<file path="src/rtl/up_bus_splitter_pkg.sv">
// Shared types and constants for the up register-bus splitter and its request paths.
package up_bus_splitter_pkg;

  typedef enum logic {
    ST_IDLE = 1'b0,
    ST_WAIT = 1'b1
  } path_state_e;

  localparam logic [31:0] TIMEOUT_DATA_DEF = 32'hDEAD_DEAD;
  localparam int          CNT_WIDTH        = 16;

endpackage

</file>
<file path="src/rtl/up_bus_path.sv">
// One request path of the splitter: forwards a request to all slaves, then waits for
// the first slave ack (OR-reducing read data of acking slaves) or a bounded timeout.
module up_bus_path
  import up_bus_splitter_pkg::*;
#(
  parameter int          NUM_SLAVES     = 9,
  parameter int          ADDR_WIDTH     = 14,
  parameter int          TIMEOUT_CYCLES = 64,
  parameter logic [31:0] TIMEOUT_DATA   = TIMEOUT_DATA_DEF,
  parameter bit          DATA_REDUCE    = 1'b1
) (
  input  logic                     up_clk,
  input  logic                     up_rstn,
  input  logic                     req,
  input  logic [ADDR_WIDTH-1:0]    addr,
  input  logic [31:0]              data_in,
  input  logic [NUM_SLAVES-1:0]    ack_in,
  input  logic [32*NUM_SLAVES-1:0] rdata_in,
  output logic                     req_s,
  output logic [ADDR_WIDTH-1:0]    addr_s,
  output logic [31:0]              data_s,
  output logic                     ack,
  output logic [31:0]              rdata,
  output logic                     timeout_evt,
  output logic                     multi_evt,
  output logic                     proto_evt
);

  localparam int            TW         = $clog2(TIMEOUT_CYCLES);
  localparam logic [TW-1:0] TIMER_LAST = TW'(TIMEOUT_CYCLES - 1);

  path_state_e             state_q, state_d;
  logic [TW-1:0]           timer_q, timer_d;
  logic                    req_s_q, req_s_d;
  logic [ADDR_WIDTH-1:0]   addr_s_q, addr_s_d;
  logic [31:0]             data_s_q, data_s_d;
  logic                    ack_q, ack_d;
  logic [31:0]             rdata_q, rdata_d;
  logic [31:0]             ack_data;
  logic                    ack_multi;

  // Non-acking slaves are masked so idle slaves may drive anything on their data lanes.
  always_comb begin
    ack_data = '0;
    for (int i = 0; i < NUM_SLAVES; i++) begin
      ack_data = ack_data | (rdata_in[32*i +: 32] & {32{ack_in[i]}});
    end
  end

  assign ack_multi = |(ack_in & (ack_in - NUM_SLAVES'(1)));

  always_comb begin
    state_d     = state_q;
    timer_d     = timer_q;
    req_s_d     = 1'b0;
    addr_s_d    = addr_s_q;
    data_s_d    = data_s_q;
    ack_d       = 1'b0;
    rdata_d     = '0;
    timeout_evt = 1'b0;
    multi_evt   = 1'b0;
    proto_evt   = 1'b0;
    case (state_q)
      ST_IDLE: begin
        if (req) begin
          state_d  = ST_WAIT;
          timer_d  = '0;
          req_s_d  = 1'b1;
          addr_s_d = addr;
          data_s_d = data_in;
        end
      end
      ST_WAIT: begin
        proto_evt = req;
        multi_evt = ack_multi;
        // An ack in the final timer cycle still counts as a normal completion.
        if (|ack_in) begin
          ack_d   = 1'b1;
          rdata_d = DATA_REDUCE ? ack_data : '0;
          state_d = ST_IDLE;
        end else if (timer_q == TIMER_LAST) begin
          ack_d       = 1'b1;
          rdata_d     = DATA_REDUCE ? TIMEOUT_DATA : '0;
          timeout_evt = 1'b1;
          state_d     = ST_IDLE;
        end else begin
          timer_d = timer_q + 1'b1;
        end
      end
      default: state_d = ST_IDLE;
    endcase
  end

  always_ff @(posedge up_clk or negedge up_rstn) begin
    if (!up_rstn) begin
      state_q  <= ST_IDLE;
      timer_q  <= '0;
      req_s_q  <= 1'b0;
      addr_s_q <= '0;
      data_s_q <= '0;
      ack_q    <= 1'b0;
      rdata_q  <= '0;
    end else begin
      state_q  <= state_d;
      timer_q  <= timer_d;
      req_s_q  <= req_s_d;
      addr_s_q <= addr_s_d;
      data_s_q <= data_s_d;
      ack_q    <= ack_d;
      rdata_q  <= rdata_d;
    end
  end

  assign req_s  = req_s_q;
  assign addr_s = addr_s_q;
  assign data_s = data_s_q;
  assign ack    = ack_q;
  assign rdata  = rdata_q;

endmodule

</file>
<file path="src/rtl/up_bus_splitter.sv">
// Register-bus fan-out: independent read and write paths to all slaves, plus shared
// sticky error flags and a saturating timeout counter.
module up_bus_splitter
  import up_bus_splitter_pkg::*;
#(
  parameter int          NUM_SLAVES     = 9,
  parameter int          ADDR_WIDTH     = 14,
  parameter int          TIMEOUT_CYCLES = 64,
  parameter logic [31:0] TIMEOUT_DATA   = TIMEOUT_DATA_DEF
) (
  input  logic                     up_clk,
  input  logic                     up_rstn,
  input  logic                     up_wreq,
  input  logic [ADDR_WIDTH-1:0]    up_waddr,
  input  logic [31:0]              up_wdata,
  output logic                     up_wack,
  input  logic                     up_rreq,
  input  logic [ADDR_WIDTH-1:0]    up_raddr,
  output logic                     up_rack,
  output logic [31:0]              up_rdata,
  output logic                     up_wreq_s,
  output logic [ADDR_WIDTH-1:0]    up_waddr_s,
  output logic [31:0]              up_wdata_s,
  output logic                     up_rreq_s,
  output logic [ADDR_WIDTH-1:0]    up_raddr_s,
  input  logic [NUM_SLAVES-1:0]    up_wack_in,
  input  logic [NUM_SLAVES-1:0]    up_rack_in,
  input  logic [32*NUM_SLAVES-1:0] up_rdata_in,
  input  logic                     up_err_clr,
  output logic [15:0]              up_timeout_cnt,
  output logic                     up_err_multi,
  output logic                     up_err_proto
);

  logic                 rd_timeout, rd_multi, rd_proto;
  logic                 wr_timeout, wr_multi, wr_proto;
  logic [31:0]          rd_data_s, wr_rdata;
  logic                 unused_sig;
  logic                 err_multi_q, err_multi_d;
  logic                 err_proto_q, err_proto_d;
  logic [CNT_WIDTH-1:0] timeout_cnt_q, timeout_cnt_d;
  logic [CNT_WIDTH-1:0] cnt_base;
  logic [CNT_WIDTH:0]   cnt_sum;

  up_bus_path #(
    .NUM_SLAVES(NUM_SLAVES), .ADDR_WIDTH(ADDR_WIDTH), .TIMEOUT_CYCLES(TIMEOUT_CYCLES),
    .TIMEOUT_DATA(TIMEOUT_DATA), .DATA_REDUCE(1'b1)
  ) u_rd_path (
    .up_clk(up_clk), .up_rstn(up_rstn), .req(up_rreq), .addr(up_raddr), .data_in(32'h0),
    .ack_in(up_rack_in), .rdata_in(up_rdata_in), .req_s(up_rreq_s), .addr_s(up_raddr_s),
    .data_s(rd_data_s), .ack(up_rack), .rdata(up_rdata), .timeout_evt(rd_timeout),
    .multi_evt(rd_multi), .proto_evt(rd_proto)
  );

  up_bus_path #(
    .NUM_SLAVES(NUM_SLAVES), .ADDR_WIDTH(ADDR_WIDTH), .TIMEOUT_CYCLES(TIMEOUT_CYCLES),
    .TIMEOUT_DATA(TIMEOUT_DATA), .DATA_REDUCE(1'b0)
  ) u_wr_path (
    .up_clk(up_clk), .up_rstn(up_rstn), .req(up_wreq), .addr(up_waddr), .data_in(up_wdata),
    .ack_in(up_wack_in), .rdata_in('0), .req_s(up_wreq_s), .addr_s(up_waddr_s),
    .data_s(up_wdata_s), .ack(up_wack), .rdata(wr_rdata), .timeout_evt(wr_timeout),
    .multi_evt(wr_multi), .proto_evt(wr_proto)
  );

  // The read path never carries write data and the write path never returns read data.
  assign unused_sig = ^{rd_data_s, wr_rdata};

  // A new error event in the clearing cycle wins; both paths may time out together (+2).
  always_comb begin
    err_multi_d   = (err_multi_q & ~up_err_clr) | rd_multi | wr_multi;
    err_proto_d   = (err_proto_q & ~up_err_clr) | rd_proto | wr_proto;
    cnt_base      = up_err_clr ? '0 : timeout_cnt_q;
    cnt_sum       = {1'b0, cnt_base} + {{CNT_WIDTH{1'b0}}, rd_timeout}
                    + {{CNT_WIDTH{1'b0}}, wr_timeout};
    timeout_cnt_d = cnt_sum[CNT_WIDTH] ? '1 : cnt_sum[CNT_WIDTH-1:0];
  end

  always_ff @(posedge up_clk or negedge up_rstn) begin
    if (!up_rstn) begin
      err_multi_q   <= 1'b0;
      err_proto_q   <= 1'b0;
      timeout_cnt_q <= '0;
    end else begin
      err_multi_q   <= err_multi_d;
      err_proto_q   <= err_proto_d;
      timeout_cnt_q <= timeout_cnt_d;
    end
  end

  assign up_err_multi   = err_multi_q;
  assign up_err_proto   = err_proto_q;
  assign up_timeout_cnt = timeout_cnt_q;

endmodule

</file>
<file path="config.mk">
export PLATFORM = sky130hd
export DESIGN_NAME = up_bus_splitter
export DESIGN_NICKNAME = d
export VERILOG_FILES = /design/src/rtl/up_bus_splitter_pkg.sv /design/src/rtl/up_bus_path.sv /design/src/rtl/up_bus_splitter.sv
export SDC_FILE = /design/constraint.sdc
export NUM_CORES = 1
export LEC_CHECK = 0
export ABC_AREA = 1
export BUFFER_PORTS_ARGS = -buffer_cell sky130_fd_sc_hd__buf_2
export CORE_AREA = 2 2 191 193
export DETAILED_ROUTE_END_ITERATION = 8
export DIE_AREA = 0 0 193 195
export HOLD_SLACK_MARGIN = 0.02
export SETUP_SLACK_MARGIN = 0.15
export SLEW_MARGIN = 30
export SYNTH_ARGS = -nofsm -noshare
export SYNTH_HDL_FRONTEND = slang
export SYNTH_SLANG_ARGS = --single-unit
export TNS_END_PERCENT = 50
</file>
<file path="constraint.sdc">
create_clock -name up_clk -period 2.9 [get_ports up_clk]
set_clock_uncertainty 0.15 [all_clocks]
set_input_delay 0.145 -clock up_clk [delete_from_list [all_inputs] [get_ports up_clk]]
set_output_delay 0.145 -clock up_clk [all_outputs]
set_load 0.01 [all_outputs]
</file>
==> flow_summary.json, run 1 <==
{
  "internal_power_mw": 4.033,
  "num_vias": 9790,
  "routed_wirelength_mm": 36.35,
  "core_region_area_um2": 35400,
  "crit_path_top_delay_cell": "sky130_fd_sc_hd__fa_2",
  "netSwitchingFraction_pct": 29.19,
  "comb_power_share_pct": 22.7,
  "die-width_um": 193,
  "post_synth_mux_area_share_pct": 0,
  "post-layout-total-power_mw": 5.696,
  "drive_gt1_share_pct": 35.24,
  "synth_sequential_area_ratio_pct": 43.27,
  "cellPowerDensity_nw_per_um2": 453.0,
  "min_period_ns": 2.598,
  "fin_cells": 2168,
  "yosys.area_share.xor_xnor_pct": 0.7099,
  "rsz0062_at_grt": "no",
  "synth-simple-area-share_pct": 47.19,
  "synth-compound-area-share_pct": 2.400,
  "drt_pass1_iterations": 5,
  "routed_wire_length_per_instance_um": 16.77,
  "area_growth_pct": 69.88,
  "post_synthesis_async_set_or_reset_flop_share_pct": 100.0,
  "synth_top_family_by_area": "simple AND/OR/NAND/NOR gates",
  "syn-cell-area_um2": 7402,
  "setup_tns_ns": 0,
  "maxCapViolations": 0,
  "die_y_um": 195,
  "ys.flop_type": "sky130_fd_sc_hd__dfrtp_1",
  "fmaxAchievable_mhz": 384.9,
  "endpoint_kind": "flip-flop",
  "synth.top_cell.area_share_pct": 43.27,
  "ff_latch_area_um2": 3203,
  "synth_seq_cells": 128,
  "routabilityCongestion": 0.9580,
  "antenna_violating_nets_post_route": 0,
  "number_of_warning_messages_in_the_yosys_log": 0,
  "worstPathMaxFanout": 4,
  "setup_viol": 0,
  "grt_pass1_wl_mm": 54.03,
  "cts_htree_levels": 4,
  "dpl.hpwl_mm": 27.45,
  "drc": 0,
  "synth.cells.most_frequent": "sky130_fd_sc_hd__nand2_1, sky130_fd_sc_hd__dfrtp_1, sky130_fd_sc_hd__nand3_1",
  "run_status": "finished, final reports clean",
  "synth.area.top_cells": "sky130_fd_sc_hd__dfrtp_1, sky130_fd_sc_hd__nand2_1, sky130_fd_sc_hd__nand3_1, sky130_fd_sc_hd__nor2_1, sky130_fd_sc_hd__inv_1",
  "first_global_vias": 9821,
  "synthesis.instances": 1064,
  "drtIter0Drc": 527,
  "worstMarginPinSlew_ns": 0.5580,
  "path_cells": "ha_2, nand3_1, nor3_2, nand4_1, fa_2, inv_2, ha_4, nand3_4, nor2_4, buf_4, nand3_1, nand3_1, nand3_1",
  "dpl-instance-area_um2": 10310,
  "port_buffers": 484,
  "netlist.top_cell.by_area": "sky130_fd_sc_hd__dfrtp_1",
  "tritoncts_clock_tree": "done",
  "yosys.cell_count.top_type": "sky130_fd_sc_hd__nand2_1",
  "cts_num_sinks": 128,
  "library_cell_appearing_most_often_on_the_critical_path": "sky130_fd_sc_hd__nand3_1",
  "slew_viol_final": 0,
  "final_net_count": 2062,
  "placed_instance_count": 1973,
  "post_synth_fa_ha_maj_area_fraction_pct": 0.7776,
  "grt_usage_pct": 18.91,
  "worstHoldPathType": "in2reg",
  "antenna_violations_before_repair": 12,
  "avgSynthCellArea_um2": 6.957,
  "timing.critical_path.from_type": "flip-flop",
  "numCtsBuffers": 17,
  "clkPwrFrac_pct": 41.7,
  "final_hold_viol_count": 0,
  "worstSetupPathType": "reg2reg",
  "timing.hold.ws_ns": 0.04949,
  "cellLeakagePower_nw": 6.890,
  "ctsLongestPathBuffers": 2,
  "worstSkewPairLatency_ns": 0.43,
  "path_clk_slew_ns": 0.06,
  "detail_route.vias_per_cell": 4.516,
  "share_seq_of_total_power_pct": 35.6,
  "area_of_the_die_um2": 37640,
  "initial_core_utilization_pct": 20.91,
  "rows": 69,
  "grt_max_degree": 53,
  "layout.cell_area.non_filler_um2": 12570,
  "multi_input_area_um2": 3829,
  "synth_enable_flop_cells": 0,
  "cp_data_arrival_time_ns": 2.75,
  "netlist-cell-type-count": 36,
  "syn_nets": 1439,
  "worst-endpoint-required_ns": 3.06,
  "worst_slew_margin_rel_pct": 62.80,
  "post-route-period-util_pct": 89.59,
  "critPathMaxStageDelay_ns": 0.42,
  "vdd.ir_drop.worst_mv": 0.4247,
  "power.net_switching_mw": 1.663,
  "boundaryPins": 485,
  "fill_cells": 3795,
  "clock_tree.root_cell": "sky130_fd_sc_hd__clkbuf_16",
  "globalRoute.totalOverflow": 0
}
[cells in the final DEF (no fill, tap or decap), types with 2 or more instances in the layout]
master,instances
sky130_fd_sc_hd__xor2_1,4
sky130_fd_sc_hd__nand2_4,3
sky130_fd_sc_hd__inv_2,4
sky130_fd_sc_hd__inv_6,6
sky130_fd_sc_hd__buf_4,23
sky130_fd_sc_hd__a21oi_1,10
sky130_fd_sc_hd__nand2_2,12
sky130_fd_sc_hd__nand3_1,99
sky130_fd_sc_hd__ha_2,2
sky130_fd_sc_hd__nand2_1,539
sky130_fd_sc_hd__clkbuf_16,17
sky130_fd_sc_hd__a41oi_1,10
sky130_fd_sc_hd__xnor2_1,2
sky130_fd_sc_hd__nand4_1,16
sky130_fd_sc_hd__clkinvlp_4,2
sky130_fd_sc_hd__nand3_2,10
sky130_fd_sc_hd__buf_12,3
sky130_fd_sc_hd__nand3_4,3
sky130_fd_sc_hd__nor2_1,68
sky130_fd_sc_hd__nor3_1,15
sky130_fd_sc_hd__dlygate4sd3_1,150
sky130_fd_sc_hd__o21ai_1,2
sky130_fd_sc_hd__or2_2,5
sky130_fd_sc_hd__o21ai_0,6
sky130_fd_sc_hd__nor4_1,14
sky130_fd_sc_hd__nor2_2,5
sky130_fd_sc_hd__diode_2,7
sky130_fd_sc_hd__nor2_4,7
sky130_fd_sc_hd__bufinv_16,4
sky130_fd_sc_hd__dfrtp_1,128
sky130_fd_sc_hd__inv_1,33
sky130_fd_sc_hd__or2_0,2
sky130_fd_sc_hd__buf_2,483
[sequential cells by signal, summed over array words and instances, names as in the netlist, 6 cells and up]
| name | flops |
|---|---|
| up_timeout_cnt | 16 |
| u_rd_path.timer_q | 6 |
| u_rd_path.addr_s | 14 |
| u_wr_path.addr_s | 14 |
| u_rd_path.rdata | 32 |
| u_wr_path.timer_q | 6 |
| u_wr_path.data_s | 32 |
[power by group through the flow]
stage	clock (mW)	sequential [mW]	combinational (mW)
finish	2.38	2.03	1.29
global route	2.53	2.05	1.42
CTS	2.45	2.03	1.29
detailed placement	0	2.06	1.11
global placement	0	2.05	1.10
floorplan	0	2.13	0.407
[worst paths after layout]
path,start,end,slack (ns),cells after the start
worst max-delay path,u_wr_path.timer_q[1],up_timeout_cnt[14],0.30,13
worst min-delay path,up_err_clr,up_timeout_cnt[10],0.05,4
worst max register to register,u_wr_path.timer_q[1],up_timeout_cnt[14],0.30,13
worst min register to register,u_wr_path.data_s[22],u_wr_path.data_s[22],0.32,2
max in group asynchronous,up_rstn,u_wr_path.addr_s[3],1.77,3
min in group asynchronous,up_rstn,u_rd_path.rdata[2],0.11,2
[metal layers]
metal | vias up | part of all wire [%] | GRT usage (%) | routed length (um)
met5 | - | 0.036 | 0 | 13
met4 | 2 | 4.6 | 8.979 | 1667
met3 | 94 | 7.5 | 4.781 | 2723
met2 | 475 | 49 | 32.38 | 17680
met1 | 4583 | 39 | 21.90 | 14260
li1 | 4636 | - | - | -
[worst max-delay path: cells and delay by family (launching register included)]
kind,cells,cell delay (ns)
adders and majority gates,3,0.77
buffers and inverters,2,0.24
DFF,1,0.36
and+or+nand+nor,8,0.95
[metrics by stage]
stage	util (%)	setup WS, ns
global placement	29.13	0.03183
detailed placement	29.13	-0.04579
finish	35.52	0.3019
floorplan	-	0.2898
global route	35.52	0.1642
CTS	35.40	0.1465
[layout make-up]
| cell class | instances | area share [%] |
|---|---|---|
| clock buffers | 18 | 3.493 |
| well taps | 461 | 4.587 |
| clock inverters | 14 | 1.602 |
| inverters | 38 | 1.154 |
| repair buffers | 660 | 33.10 |
| flip-flops and latches | 128 | 25.47 |
| diodes | 7 | 0.1393 |
| multi-input cells | 842 | 30.45 |
[repair_timing]
action / 4_1_cts / 5_1_grt
pin swaps: 3 / 4
setup endpoints to repair: 16 / 16
endpoints found under the hold margin: 200 / 0
setup buffers: 5 / 1
resized for setup: 7 / 6
hold buffers: 150 / 0
[cells by family after synthesis]
family	after synthesis
adders and majority gates	4
xor gates and xnor gates	6
AOI/OAI and AO/OA	28
DFF	128
buffers and inverters	94
and+or+nand+nor	804
(Power assumes the default switching activity.)
==> inputs of run 2 (changes only) <==
Settings changed: BUFFER_PORTS_ARGS -buffer_cell sky130_fd_sc_hd__buf_2 to not set, CORE_AREA 2 2 191 193 to 2 2 190 192, DIE_AREA 0 0 193 195 to 0 0 192 194, DONT_BUFFER_PORTS set to 1, SYNTH_HIERARCHICAL set to 1.
==> flow_summary.json, run 2 <==
{
  "run_status": "finished with violations",
  "failed_checks": "negative hold slack",
  "clock_tree.root_cell": "sky130_fd_sc_hd__clkbuf_16",
  "cp-endpoint": "up_timeout_cnt[14]",
  "placed_instance_count": 1533,
  "fin_cells": 1748,
  "routabilityCongestion": 0.9987,
  "fmaxAchievable_mhz": 370.7,
  "cts_num_sinks": 128,
  "clkPwrFrac_pct": 44.5,
  "boundaryPins": 485,
  "timing.critical_path.from_type": "flip-flop",
  "final_core_util_pct": 29.56,
  "multi_input_area_um2": 3980,
  "ctsLongestPathBuffers": 2,
  "worstSkewPairLatency_ns": 0.43,
  "area_growth_pct": 36.07,
  "routed_wirelength_mm": 35.72,
  "rsz0062_at_grt": "yes",
  "worstPathMaxFanout": 7,
  "numCtsBuffers": 17,
  "cp_data_arrival_time_ns": 2.88,
  "initial_core_utilization_pct": 21.72,
  "drt_pass1_iterations": 5,
  "post-route-period-util_pct": 93.03,
  "worst_slew_margin_rel_pct": 51.31,
  "globalRoute.totalOverflow": 0,
  "core_region_area_um2": 35220,
  "cellPowerDensity_nw_per_um2": 500.4,
  "fill_cells": 3771,
  "worstHoldPathType": "in2async",
  "comb_power_share_pct": 14.2,
  "tritoncts_clock_tree": "done",
  "slew_viol_final": 0,
  "power.net_switching_mw": 1.398,
  "vdd.ir_drop.worst_mv": 0.3834,
  "setup_tns_ns": 0,
  "maxCapViolations": 0,
  "cellLeakagePower_nw": 5.173,
  "final_net_count": 1649,
  "path_clk_slew_ns": 0.06,
  "internal_power_mw": 3.813,
  "die_y_um": 194,
  "worstSetupPathType": "reg2reg",
  "port_buffers": 0,
  "grt_usage_pct": 18.71,
  "worst-endpoint-required_ns": 3.08,
  "depth_of_the_most_critical_reg_to_reg_path": 15,
  "num_vias": 8555,
  "setup_viol": 0,
  "synthesis.instances": 1125,
  "detail_route.vias_per_cell": 4.894,
  "reg2reg_slack_ns": 0.20,
  "layout_commonest_cell": "sky130_fd_sc_hd__nand2_1",
  "cts_htree_levels": 4,
  "antenna_violating_nets_post_route": 0,
  "antenna_violations_before_repair": 5,
  "share_seq_of_total_power_pct": 41.3,
  "hold_buffers": 163,
  "cp-startpoint": "u_rd_path/timer_q[1]",
  "rows": 69,
  "ff_latch_area_um2": 3203,
  "min_period_ns": 2.698,
  "netSwitchingFraction_pct": 26.82,
  "antenna_diode_count": 0,
  "timing.hold.ws_ns": -0.7431,
  "syn_nets": 1500,
  "endpoint_kind": "flip-flop",
  "place_ws_ns": 0.03774,
  "area_of_the_die_um2": 37250,
  "dpl.hpwl_mm": 25.38,
  "avgSynthCellArea_um2": 6.802,
  "mostFrequentLayoutCells": "sky130_fd_sc_hd__nand2_1, sky130_fd_sc_hd__dlygate4sd3_1, sky130_fd_sc_hd__dfrtp_1",
  "terminus_of_the_critical_flop_to_flop_path": "up_timeout_cnt[14]",
  "setup_slack_ns": 0.2021,
  "number_of_warning_messages_in_the_yosys_log": 6,
  "final_hold_viol_count": 128,
  "first_global_vias": 8839,
  "worstMarginPinSlew_ns": 0.7293,
  "drtIter0Drc": 478,
  "die-width_um": 192,
  "syn-cell-area_um2": 7652,
  "drive_gt1_share_pct": 8.858,
  "grt_pass1_wl_mm": 51.26,
  "regToRegStartpoint": "u_rd_path/timer_q[1]",
  "routed_wire_length_per_instance_um": 20.44,
  "drc": 0,
  "grt_max_degree": 129
}
-- run 2: metal layers --
metal | share of wire, % | up-vias | global-route usage, % | wire length, um
met3 | 11 | 131 | 6.896 | 3805
met1 | 38 | 4040 | 20.82 | 13440
met2 | 47 | 555 | 30.98 | 16660
li1 | - | 3823 | - | -
met4 | 5.0 | 6 | 9.867 | 1778
met5 | 0.10 | - | 0 | 37
-- run 2: area by class of cell --
class                           instances  area share (%)
Clock buffer                           22           4.554
Tap cell                              461           5.540
Clock inverter                         10           1.502
Multi-Input combinational cell        887           38.22
Sequential cell                       128           30.76
Timing Repair Buffer                  190           17.62
Inverter                               50           1.802
-- run 2: worst min-delay path by stage --
| stage | startpoint | endpoint | slack, ns | cells after the start |
|---|---|---|---|---|
| 3_5_place_dp | up_rstn | u_wr_path/data_s[21] | -0.30 | 0 |
| 2_1_floorplan | up_rstn | u_rd_path/ack | -0.30 | 0 |
| 6_report | up_rstn | u_wr_path/data_s[12] | -0.74 | 0 |
| 4_1_cts | up_rstn | u_rd_path/rdata[2] | -0.78 | 0 |
| 5_1_grt | up_rstn | u_wr_path/data_s[12] | -0.78 | 0 |
| 3_3_place_gp | up_rstn | u_wr_path/data_s[12] | -0.30 | 0 |
-- run 2: what timing repair did --
action	in CTS	in global routing
setup endpoints to repair	16	20
cloned	1	0
hold endpoints to repair	250	128
gates resized for setup	15	7
pin swaps	10	13
buffers inserted	13	6
-- run 2: worst max-delay path: stages (launching register included) --
cell,delay [ns]
sky130_fd_sc_hd__dfrtp_1,0.37
sky130_fd_sc_hd__ha_2,0.21
sky130_fd_sc_hd__nand2_2,0.08
sky130_fd_sc_hd__nor2_4,0.10
sky130_fd_sc_hd__nand2_2,0.07
sky130_fd_sc_hd__nor3b_2,0.18
sky130_fd_sc_hd__inv_1,0.08
sky130_fd_sc_hd__fa_2,0.34
sky130_fd_sc_hd__inv_2,0.08
sky130_fd_sc_hd__ha_4,0.14
sky130_fd_sc_hd__nand4_1,0.19
sky130_fd_sc_hd__buf_4,0.22
sky130_fd_sc_hd__nor2_4,0.16
sky130_fd_sc_hd__nand4_1,0.11
sky130_fd_sc_hd__nand2_1,0.09
sky130_fd_sc_hd__inv_1,0.03
-- run 2: stage by stage --
step / total power [mW] / cell area (um^2)
finish: 5.211 / 10410
CTS: 5.255 / 10330
global placement: 2.674 / 7915
global route: 5.491 / 10410
floorplan: 2.586 / 7652
detailed placement: 2.690 / 7915
-- run 2: power groups by stage --
stage	clock network [mW]	registers, mW	logic (mW)
final	2.32	2.15	0.740
after floorplan	0	2.14	0.451
after CTS	2.39	2.15	0.710
after detailed placement	0	2.18	0.508
after global placement	0	2.18	0.495
after global routing	2.49	2.17	0.833
==> inputs of run 3 (changes only) <==
Settings changed: CTS_BUF_LIST set to sky130_fd_sc_hd__clkbuf_4 sky130_fd_sc_hd__clkbuf_8.
==> flow_summary.json, run 3 (synthesis gave the netlist of run 2 again) <==
{
  "run_status": "finished with violations",
  "failed_checks": "negative hold slack",
  "endpoint_kind": "flip-flop",
  "final_hold_viol_count": 128,
  "routed_wirelength_mm": 36.39,
  "placed_instance_count": 1533,
  "area_of_the_die_um2": 37250,
  "cp_data_arrival_time_ns": 2.90,
  "cts_htree_levels": 4,
  "worstPathMaxFanout": 7,
  "drive_gt1_share_pct": 9.315,
  "setup_viol": 0,
  "ctsLongestPathBuffers": 2,
  "timing.hold.ws_ns": -0.7926,
  "first_global_vias": 8857,
  "rows": 69,
  "worstMarginPinSlew_ns": 0.7335,
  "vdd.ir_drop.worst_mv": 0.4001,
  "grt_pass1_wl_mm": 52.27,
  "drt_pass1_iterations": 5,
  "boundaryPins": 485,
  "slew_viol_final": 0,
  "initial_core_utilization_pct": 21.72,
  "timing.critical_path.from_type": "flip-flop",
  "worstSkewPairLatency_ns": 0.47,
  "layout_commonest_cell": "sky130_fd_sc_hd__nand2_1",
  "reg2reg_slack_ns": 0.22,
  "detail_route.vias_per_cell": 4.850,
  "worst_slew_margin_rel_pct": 51.03,
  "port_buffers": 0,
  "cellLeakagePower_nw": 5.157,
  "maxCapViolations": 0,
  "die_y_um": 194,
  "cts_num_sinks": 128,
  "rsz0062_at_grt": "yes",
  "routed_wire_length_per_instance_um": 20.66,
  "die-width_um": 192,
  "core_region_area_um2": 35220,
  "clock_tree.root_cell": "sky130_fd_sc_hd__clkbuf_8",
  "layout.cell_area.non_filler_um2": 10370,
  "path_clk_slew_ns": 0.08,
  "grt_usage_pct": 19.13,
  "numCtsBuffers": 17,
  "worstSetupPathType": "reg2reg",
  "fmaxAchievable_mhz": 373.6,
  "antenna_violations_before_repair": 6,
  "antenna_violating_nets_post_route": 0,
  "routabilityCongestion": 0.9987,
  "tritoncts_clock_tree": "done",
  "num_vias": 8541,
  "cellPowerDensity_nw_per_um2": 452.6,
  "min_period_ns": 2.677,
  "fin_cells": 1761,
  "grt_max_degree": 129,
  "depth_of_the_most_critical_reg_to_reg_path": 15,
  "drc": 0,
  "post-layout-total-power_mw": 4.692,
  "final_net_count": 1661,
  "hold_buffers": 172,
  "setup_tns_ns": 0,
  "mostFrequentLayoutCells": "sky130_fd_sc_hd__nand2_1, sky130_fd_sc_hd__dlygate4sd3_1, sky130_fd_sc_hd__dfrtp_1",
  "regToRegStartpoint": "u_rd_path/timer_q[1]",
  "final_core_util_pct": 29.43,
  "worstHoldPathType": "in2async",
  "setup_slack_ns": 0.2233,
  "globalRoute.totalOverflow": 0,
  "area_growth_pct": 35.46,
  "dpl-instance-area_um2": 7915,
  "drtIter0Drc": 515,
  "worst-endpoint-required_ns": 3.13,
  "post-route-period-util_pct": 92.30,
  "dpl.hpwl_mm": 25.38,
  "terminus_of_the_critical_flop_to_flop_path": "up_timeout_cnt[14]",
  "place_ws_ns": 0.03774
}
==> run 3: cell types whose count changed in the layout (fill, tap and decap cells not counted), sizes merged <==
cell / change
dlymetal6s4s: +1
buf: +5
diode: +1
dlygate4sd3: +6
==> run 3: area by class of cell <==
type | count | area, um^2
multi-input cells | 887 | 3980
inverters | 50 | 187.7
clock inverters | 10 | 156.4
fillers | 3790 | 24860
clock buffers | 22 | 290.3
flip-flops and latches | 128 | 3203
diodes | 1 | 2.502
well taps | 461 | 576.8
repair buffers | 202 | 1969
==> run 3: timing repair <==
item / 4_1_cts / 5_1_grt
endpoints found under the setup margin: 16 / 21
pin swaps: 10 / 12
cloned: 1 / 0
buffers inserted: 14 / 8
hold endpoints to repair: 253 / 128
gates resized for setup: 15 / 8
==> run 3: how the worst max path moves through the flow <==
| stage | cells past startpoint | slack, ns | endpoint | start |
|---|---|---|---|---|
| after floorplan | 14 | 0.31 | up_timeout_cnt[10] | u_rd_path/timer_q[0] |
| after global placement | 13 | 0.11 | up_timeout_cnt[13] | u_wr_path/timer_q[0] |
| after detailed placement | 13 | 0.04 | up_timeout_cnt[11] | u_wr_path/timer_q[0] |
| after CTS | 15 | 0.16 | up_timeout_cnt[14] | u_rd_path/timer_q[0] |
| after global routing | 15 | -0.003 | up_timeout_cnt[14] | u_rd_path/timer_q[1] |
| final | 15 | 0.22 | up_timeout_cnt[14] | u_rd_path/timer_q[1] |
==> run 3: routing by layer <==
layer  global-route usage (%)  routed length (um)  vias to the layer above
li1                         -                   -                     3847
met1                    21.57               13810                     4017
met2                    31.66               16890                      549
met3                    6.534                3836                      122
met4                    10.26                1799                        6
met5                        0                  43                        -
==> run 3: report_power, final <==
group          internal [mW]  switching, mW
Combinational          0.376          0.405
Clock                   1.02          0.742
Sequential              1.95          0.201
==> run 3: critical path, cell delays in order, from the launching register on <==
cell and delay (ns):
sky130_fd_sc_hd__dfrtp_1 0.37, sky130_fd_sc_hd__ha_2 0.19, sky130_fd_sc_hd__nand2_2 0.07, sky130_fd_sc_hd__nor2_4 0.10
sky130_fd_sc_hd__nand2_2 0.07, sky130_fd_sc_hd__nor3b_2 0.18, sky130_fd_sc_hd__inv_1 0.08, sky130_fd_sc_hd__fa_2 0.34
sky130_fd_sc_hd__inv_2 0.08, sky130_fd_sc_hd__ha_4 0.14, sky130_fd_sc_hd__nand4_1 0.19, sky130_fd_sc_hd__buf_4 0.22
sky130_fd_sc_hd__nor2_4 0.16, sky130_fd_sc_hd__nand4_1 0.11, sky130_fd_sc_hd__nand2_1 0.09, sky130_fd_sc_hd__inv_1 0.04
